[src/rtl/cordic_exp_collector.sv]
// Collects results leaving a fixed-latency hyperbolic CORDIC, derives exp(+t)/exp(-t),
// and buffers them in a credit-protected first-word-fall-through FIFO.
module cordic_exp_collector #(
  parameter int PIPE_DEPTH = 12,
  parameter int FIFO_DEPTH = 4,
  parameter int W          = 16
) (
  input  logic         clk,
  input  logic         reset,
  input  logic         in_valid,
  output logic         in_ready,
  input  logic [W-1:0] cordic_x,
  input  logic [W-1:0] cordic_y,
  input  logic [W-1:0] cordic_theta,
  output logic         out_valid,
  input  logic         out_ready,
  output logic [W-1:0] out_cosh,
  output logic [W-1:0] out_sinh,
  output logic [W:0]   out_exp_pos,
  output logic [W-1:0] out_exp_neg,
  output logic [W-1:0] out_residual,
  output logic         neg_sat,
  output logic         overflow
);

  localparam int AW = $clog2(FIFO_DEPTH);
  localparam int OW = $clog2(FIFO_DEPTH + 1);
  localparam int IW = $clog2(PIPE_DEPTH + 1);
  localparam int CW = ((IW > OW) ? IW : OW) + 1;

  typedef struct packed {
    logic [W-1:0] cosh;
    logic [W-1:0] sinh;
    logic [W:0]   exp_pos;
    logic [W-1:0] exp_neg;
    logic [W-1:0] residual;
    logic         sat;
  } entry_t;

  logic [PIPE_DEPTH-1:0] vld;
  logic [IW-1:0]         inflight, inflight_next;
  logic [OW-1:0]         occupancy, occ_next;
  logic [AW-1:0]         wr_ptr, rd_ptr;
  entry_t                mem [FIFO_DEPTH];
  entry_t                new_entry, head;
  logic [CW-1:0]         credit_sum;

  logic accept, capture, pop, full, write, drop, dec;

  assign accept    = in_valid & in_ready;
  assign capture   = vld[PIPE_DEPTH-1];
  assign out_valid = (occupancy != '0);
  assign pop       = out_valid & out_ready;
  assign full      = (occupancy == OW'(FIFO_DEPTH));
  assign write     = capture & (~full | pop);
  assign drop      = capture & full & ~pop;
  // A capture not backed by a tracked accept (e.g. a corrupted valid bit) must not underflow credits.
  assign dec       = capture & (inflight != '0);

  // NOTE: every signal assigned in an always_comb gets a default first so no latch is inferred.
  always_comb begin
    new_entry          = '0;
    new_entry.cosh     = cordic_x;
    new_entry.sinh     = cordic_y;
    new_entry.residual = cordic_theta;
    new_entry.sat      = (cordic_y > cordic_x);
    new_entry.exp_pos  = {1'b0, cordic_x} + {1'b0, cordic_y};
    new_entry.exp_neg  = new_entry.sat ? '0 : (cordic_x - cordic_y);
  end

  always_comb begin
    inflight_next = inflight;
    if (accept && !dec)      inflight_next = inflight + IW'(1);
    else if (!accept && dec) inflight_next = inflight - IW'(1);

    occ_next = occupancy;
    if (write && !pop)      occ_next = occupancy + OW'(1);
    else if (!write && pop) occ_next = occupancy - OW'(1);

    credit_sum = CW'(inflight_next) + CW'(occ_next);
  end

  // NOTE: sequential state uses non-blocking assignments so every flop samples pre-edge values.
  always_ff @(posedge clk or negedge reset) begin
    if (!reset) begin
      vld       <= '0;
      inflight  <= '0;
      occupancy <= '0;
      wr_ptr    <= '0;
      rd_ptr    <= '0;
      overflow  <= 1'b0;
      in_ready  <= 1'b1;
    end else begin
      vld       <= {vld[PIPE_DEPTH-2:0], accept};
      inflight  <= inflight_next;
      occupancy <= occ_next;
      in_ready  <= (credit_sum < CW'(FIFO_DEPTH));
      if (write) wr_ptr <= wr_ptr + AW'(1);
      if (pop)   rd_ptr <= rd_ptr + AW'(1);
      if (drop)  overflow <= 1'b1;
    end
  end

  // NOTE: storage is deliberately not reset; outputs are masked by out_valid instead.
  always_ff @(posedge clk) begin
    if (write) mem[wr_ptr] <= new_entry;
  end

  assign head         = mem[rd_ptr];
  assign out_cosh     = out_valid ? head.cosh     : '0;
  assign out_sinh     = out_valid ? head.sinh     : '0;
  assign out_exp_pos  = out_valid ? head.exp_pos  : '0;
  assign out_exp_neg  = out_valid ? head.exp_neg  : '0;
  assign out_residual = out_valid ? head.residual : '0;
  assign neg_sat      = out_valid ? head.sat      : 1'b0;

endmodule

[config.mk]
export PLATFORM = sky130hd
export DESIGN_NAME = cordic_exp_collector
export DESIGN_NICKNAME = d
export VERILOG_FILES = /design/src/rtl/cordic_exp_collector.sv
export SDC_FILE = /design/constraint.sdc
export NUM_CORES = 1
export LEC_CHECK = 0
export BUFFER_PORTS_ARGS = -buffer_cell sky130_fd_sc_hd__clkbuf_2
export CAP_MARGIN = 30
export CORE_MARGIN = 2
export CORE_UTILIZATION = 50
export DETAILED_ROUTE_END_ITERATION = 10
export GPL_ROUTABILITY_DRIVEN = 1
export GPL_TIMING_DRIVEN = 0
export PLACE_DENSITY = 0.69
export SLEW_MARGIN = 20
export SYNTH_ARGS = -nofsm -noshare
export SYNTH_HDL_FRONTEND = slang
export SYNTH_SLANG_ARGS = --single-unit
[constraint.sdc]
create_clock -name clk -period 5.6 [get_ports clk]
set_clock_uncertainty 0.2 [all_clocks]
set_input_delay 0 -clock clk [delete_from_list [all_inputs] [get_ports clk]]
set_output_delay 0 -clock clk [all_outputs]
set_load 0.02 [all_outputs]
Yosys cells after proc, flatten, opt, wreduce, memory -nomap -nowiden. Memory sizes are Yosys's and may differ from the RTL's. Cells that the tools add are included. Widths: inputs -> output; s select.

Register bits after elaboration: 25. Memory bits (writable): 328. Output and inout port bits: 85. Memories kept: 1.

Memory list: mem (depth 4, bits a word 82, read ports 1, clocked after Yosys merged registers in 0, wr ports 1, line 44) `entry_t mem [FIFO_DEPTH];`.

$add $sub $neg: 9. Magnitude comparators: 2. Eq/ne operators: 1. Multiplexer cells: 13. Bitwise operators: 9. Reductions and logical operators: 10.

Operator list (number): $mux 16 (5); $add 16x16->17 (1); $mux 17 (1); $gt 16x16->1 (1); $sub 16x16->16 (1); $mux 4 (2); $and 1x1->1 (6); $mux 3 (2); $add 4x3->5 (1); $lt 5x3->1 const B (1); $add 2x1->2 const B (2); $add 4x1->4 const B (1); $logic_and 1x1->1 (4); $logic_not 1->1 (4); $reduce_bool 4->1 (1); $sub 4x1->4 const B (1); $add 3x1->3 const B (1); $eq 3x3->1 const B (1); $mux 1 (3); $reduce_bool 3->1 (1); $sub 3x1->3 const B (1); $not 1->1 (2); $or 1x1->1 (1).

Depth between registers and ports, before layout.
Depth after elaboration: 10. Depth in mapped cells: 11. Depth with buffers taken out: 11.

Worst setup path after synthesis. OpenSTA, ideal clock, no wires.

Kind: register to register. Start point: reg vld[11]. End point: mem mem[0][0] in the netlist's numbering, enable pin. Library setup time: 449 ps. Arrival: 3188 ps. Slack: 1762 ps. Stages on the path, launching flop included: 6. Path buffers: 2. Clock period less this slack: 3838 ps. Cells stage by stage: dfrtp_1 > buf_2 > clkbuf_1 > inv_1 > a31oi_1 > and2_1.

Cells in the longest elaborated chain, start to end: 3.

Ends and longest elaborated chain: start, declared (line 40) `logic [PIPE_DEPTH-1:0] vld;`; start signal, assigned (line 94) `vld <= {vld[PIPE_DEPTH-2:0], accept};`; $and 1x1->1 (line 55) `assign write = capture & (~full | pop);`; $mux 1 (line 106) `if (write) mem[wr_ptr] <= new_entry;`; $mux 1 (implied by the code) (line 106); end, declared (line 44).

Every way passes these cells.

Worst setup path after layout.
Start point: reg occupancy[1]. End point: out out_exp_neg[6].

Cells in the longest elaborated chain, start to end: 2.

Ends and longest elaborated chain: start, declared (line 42) `logic [OW-1:0] occupancy, occ_next;`; start signal, assigned (line 96) `occupancy <= occ_next;`; $reduce_bool 3->1 (line 52) `assign out_valid = (occupancy != '0);`; $mux 16 (line 113) `assign out_exp_neg = out_valid ? head.exp_neg : '0;`; end, declared (line 20) `output logic [W-1:0] out_exp_neg,`.

Every way passes these cells.

==> impl_results.md <==
- 1st-pass router iterations: 5
- Reg power frac: 0.357
- First-pass GRT wire length: roughly 48,000 um
- Main flop type after synthesis: edfxtp_1
- Most common cell after layout, fill and taps aside: edfxtp_1
- Launch point of the worst reg-to-reg path: vld[11]$_DFF_PN0_
- RSZ-0062 raised after global routing: false
- Syn. warnings: 0
- Seq cells post-synth: approximately 350
- Clk_lat worst skew: around 0.52 ns
- Pleak: 6.65 nW
- Root Buffer: clkbuf_16
- Status: completed
- Synthesized cell area: roughly 15,000 um^2
- Final Util: 0.610
- Crit path top cell by count: clkbuf_1
- Crit-path max cell delay: 0.60 ns
- DP Area: around 17,000 um^2
- GR Util met2: 0.343
- CP Launch Type: flop
- Post-synth ARST share: 0.0708
- Gate Count Post-Synth: around 880
- Seq/Total Area, Yosys: 0.681
- Initial antenna violation count: 0
- Slew Limit Headroom: 0.468
- Chip Width: around 180 um
- Yosys top cell by area: edfxtp_1
- Met3 Usage GRT: 0.0297
- TritonCTS clock tree: done
- CP max stage cell: clkbuf_1
- Combinational power share: 0.355
- Post-synthesis cell type count: 70
- Area Overhead vs Synth: 20.7%
- Net Sw Frac: 0.326
- PwrDens: between 400 and 500 nW/um^2
- Post-route cell area: between 15,000 and 20,000 um^2
- Initial Util: 0.505
- Family with the most delay on the worst path: buffers and inverters
- HP Class: primary input to flop
- Max-Cap Viols: 0
- Setup TNS: 0 ns
- Worst EP required: roughly 5.4 ns
- Routed vias/inst: between 5 and 6
- Hpwl dp: approximately 21,000 um
- DRC viols: 0
- Antenna viol nets, final: 0
- Worst Path Max Fanout: 10
- Final period utilization: 0.625
- DR vias: between 8k and 9k
- Die outline height: 179 um
- Top Usage Layer GRT: met2
- Fmax: 286 MHz
- Core ar.: ~30,000 um^2
- Max Buffers Root-to-Sink: 3
- Final setup viols: 0
- Post-CTS Setup Bufs: 0
- CTS Buf Count: 38
- Clock sinks: 353
- Clock edge transition at the registers on the reported setup and hold paths: about 0.06 ns
- CP startpoint: occupancy[1]$_DFF_PN0_
- Buf/Inv on CP: 5
- Most frequent cells in the layout: 328 x edfxtp_1, 135 x clkbuf_2, 83 x and2_1
- Internal cell power: 5.88 mW
- Diode count: 0
- Crit Path Class: flop to primary output
- Layout cell share with drive strength beyond 1: 0.285
- Initial DRC Count: between 500 and 600
- Pins Over Slew Limit: 0
- Hold-fix buffers, CTS: 53
- Worst-path cell chain: inv_1, ha_1, clkbuf_1, nand2b_1, clkbuf_1, clkbuf_1, and2_1, clkbuf_2
- Fin nets: approximately 1.2k
- H-tree levels: 2
- Routed WL: approximately 32,000 um
- # port buffers: 135
- Fillers: roughly 2.3k
- VDD IR max: approximately 0.32 mV
- Period minus WS final: 3.50 ns
- Post-synthesis net count: just under 1k
- Share of Yosys cell area claimed by the top area cell type: 0.640
- GR Util All Layers: 0.201
- Ranking of synthesized cells by area: edfxtp_1 64%, mux4_2 12%, dfrtp_1 3.9%, and2_1 3.5%, ha_1 3.5%
- Pin count of the biggest net entering global routing: between 40 and 50
- Number of I/O pins: around 140
- Clk network pwr share: 0.288
- Switch Pwr: 2.84 mW
- Worst slew pin tran: ~0.8 ns
- Gpl congestion: 0.843
- Vias in the first global route: approximately 8.6k
- Resize count post-CTS: 0
- Rows: 64
- Total grt overflow: 0
- Final hold vios: 0
- Hold_sp: cordic_theta[11]
- Wire per inst: slightly above 20 um
- Critical Path AT: around 3.3 ns
- Crit end category: primary output
- Global routing usage on met1: 0.275
- Syn avg cell area: 17.6 um^2
- Post-synth EDFFs: about 330
- Total die area: around 32,000 um^2
final timing paths:
path                       cells after the start  slack, ns                   end
min in group asynchronous                      4       0.33  overflow$_DFFE_PN0P_
hold / removal                                 2       0.04  mem[0][12]$_DFFE_PP_
hold reg to reg                                0       0.15      vld[2]$_DFF_PN0_
setup reg to reg                               6       2.41  mem[3][79]$_DFFE_PP_
setup / recovery                               8       2.10        out_exp_neg[6]
max in group asynchronous                      4       4.70     vld[10]$_DFF_PN0_
worst register-to-register path: cells and delay by family (launching register included):
kind            cells  cell delay [ns]
buf+inv             4             1.11
simple gates        1             0.65
compound gates      1             0.53
flops               1             0.32
power by group through the flow:
stage	sequential, mW	combinational [mW]	clock (mW)
floorplan	3.16	2.13	0
global placement	3.17	3.05	0
detailed placement	3.16	3.10	0
CTS	3.11	3.14	2.56
global route	3.12	3.38	2.66
finish	3.11	3.10	2.51
cells by family (layout without fill, tap and decap cells):
group	count (synthesis)	in the layout	share of synthesized area
AO/OA/AOI/OAI	97	97	0.0499
XOR/XNOR	25	25	0.0142
adder cells (fa/ha/maj)	47	47	0.0389
buffers and inverters	86	351	0.0227
flip-flops	353	353	0.681
multiplexers	87	87	0.123
AND/OR/NAND/NOR	180	180	0.0697
flip-flops by register name, summed over array words and instances, names as in the netlist:
register	flops
overflow	1
inflight	4
occupancy	3
wr_ptr	2
mem	328
in_ready	1
rd_ptr	2
vld	12
cells in the mapped netlist (8+ instances only):
| master | number |
|---|---|
| a21oi_1 | 19 |
| a211oi_1 | 8 |
| and2_1 | 87 |
| ha_1 | 43 |
| dfrtp_1 | 24 |
| mux4_2 | 82 |
| o21a_1 | 8 |
| buf_2 | 12 |
| inv_1 | 43 |
| xnor2_1 | 22 |
| nor3_1 | 10 |
| nand3_1 | 9 |
| edfxtp_1 | 328 |
| nor2_1 | 19 |
| nand2_1 | 14 |
| o21ai_0 | 12 |
| clkbuf_1 | 24 |
layout make-up:
type | instances | area (um^2) | share of cell area
Sequential cell | 353 | 10500 | 0.564
Buffer | 43 | 188 | 0.0101
Multi-Input combinational cell | 436 | 4570 | 0.246
Tap cell | 396 | 495 | 0.0267
Inverter | 43 | 161 | 0.00870
Clock inverter | 16 | 186 | 0.0100
Clock buffer | 52 | 1080 | 0.0580
Timing Repair Buffer | 197 | 1410 | 0.0761
layer usage:
layer | up-vias | share of wire
li1 | 3895 | -
met1 | 4283 | 0.44
met2 | 221 | 0.50
met3 | 42 | 0.048
met4 | 0 | 0.017
met5 | - | 0
stage by stage:
| step | setup WS [ns] | cells | power (mW) | hold WS, ns |
|---|---|---|---|---|
| after floorplan | 1.76 | 875 | 5.29 | -0.496 |
| after global placement | -0.0249 | 1406 | 6.22 | -0.161 |
| after global routing | 1.86 | 1536 | 9.16 | 0.0324 |
| after CTS | 1.97 | 1534 | 8.81 | 0.0141 |
| after detailed placement | 2.42 | 1413 | 6.26 | -0.156 |
| final | 2.10 | 1536 | 8.72 | 0.0419 |
Power figures use the tool's default switching activity.
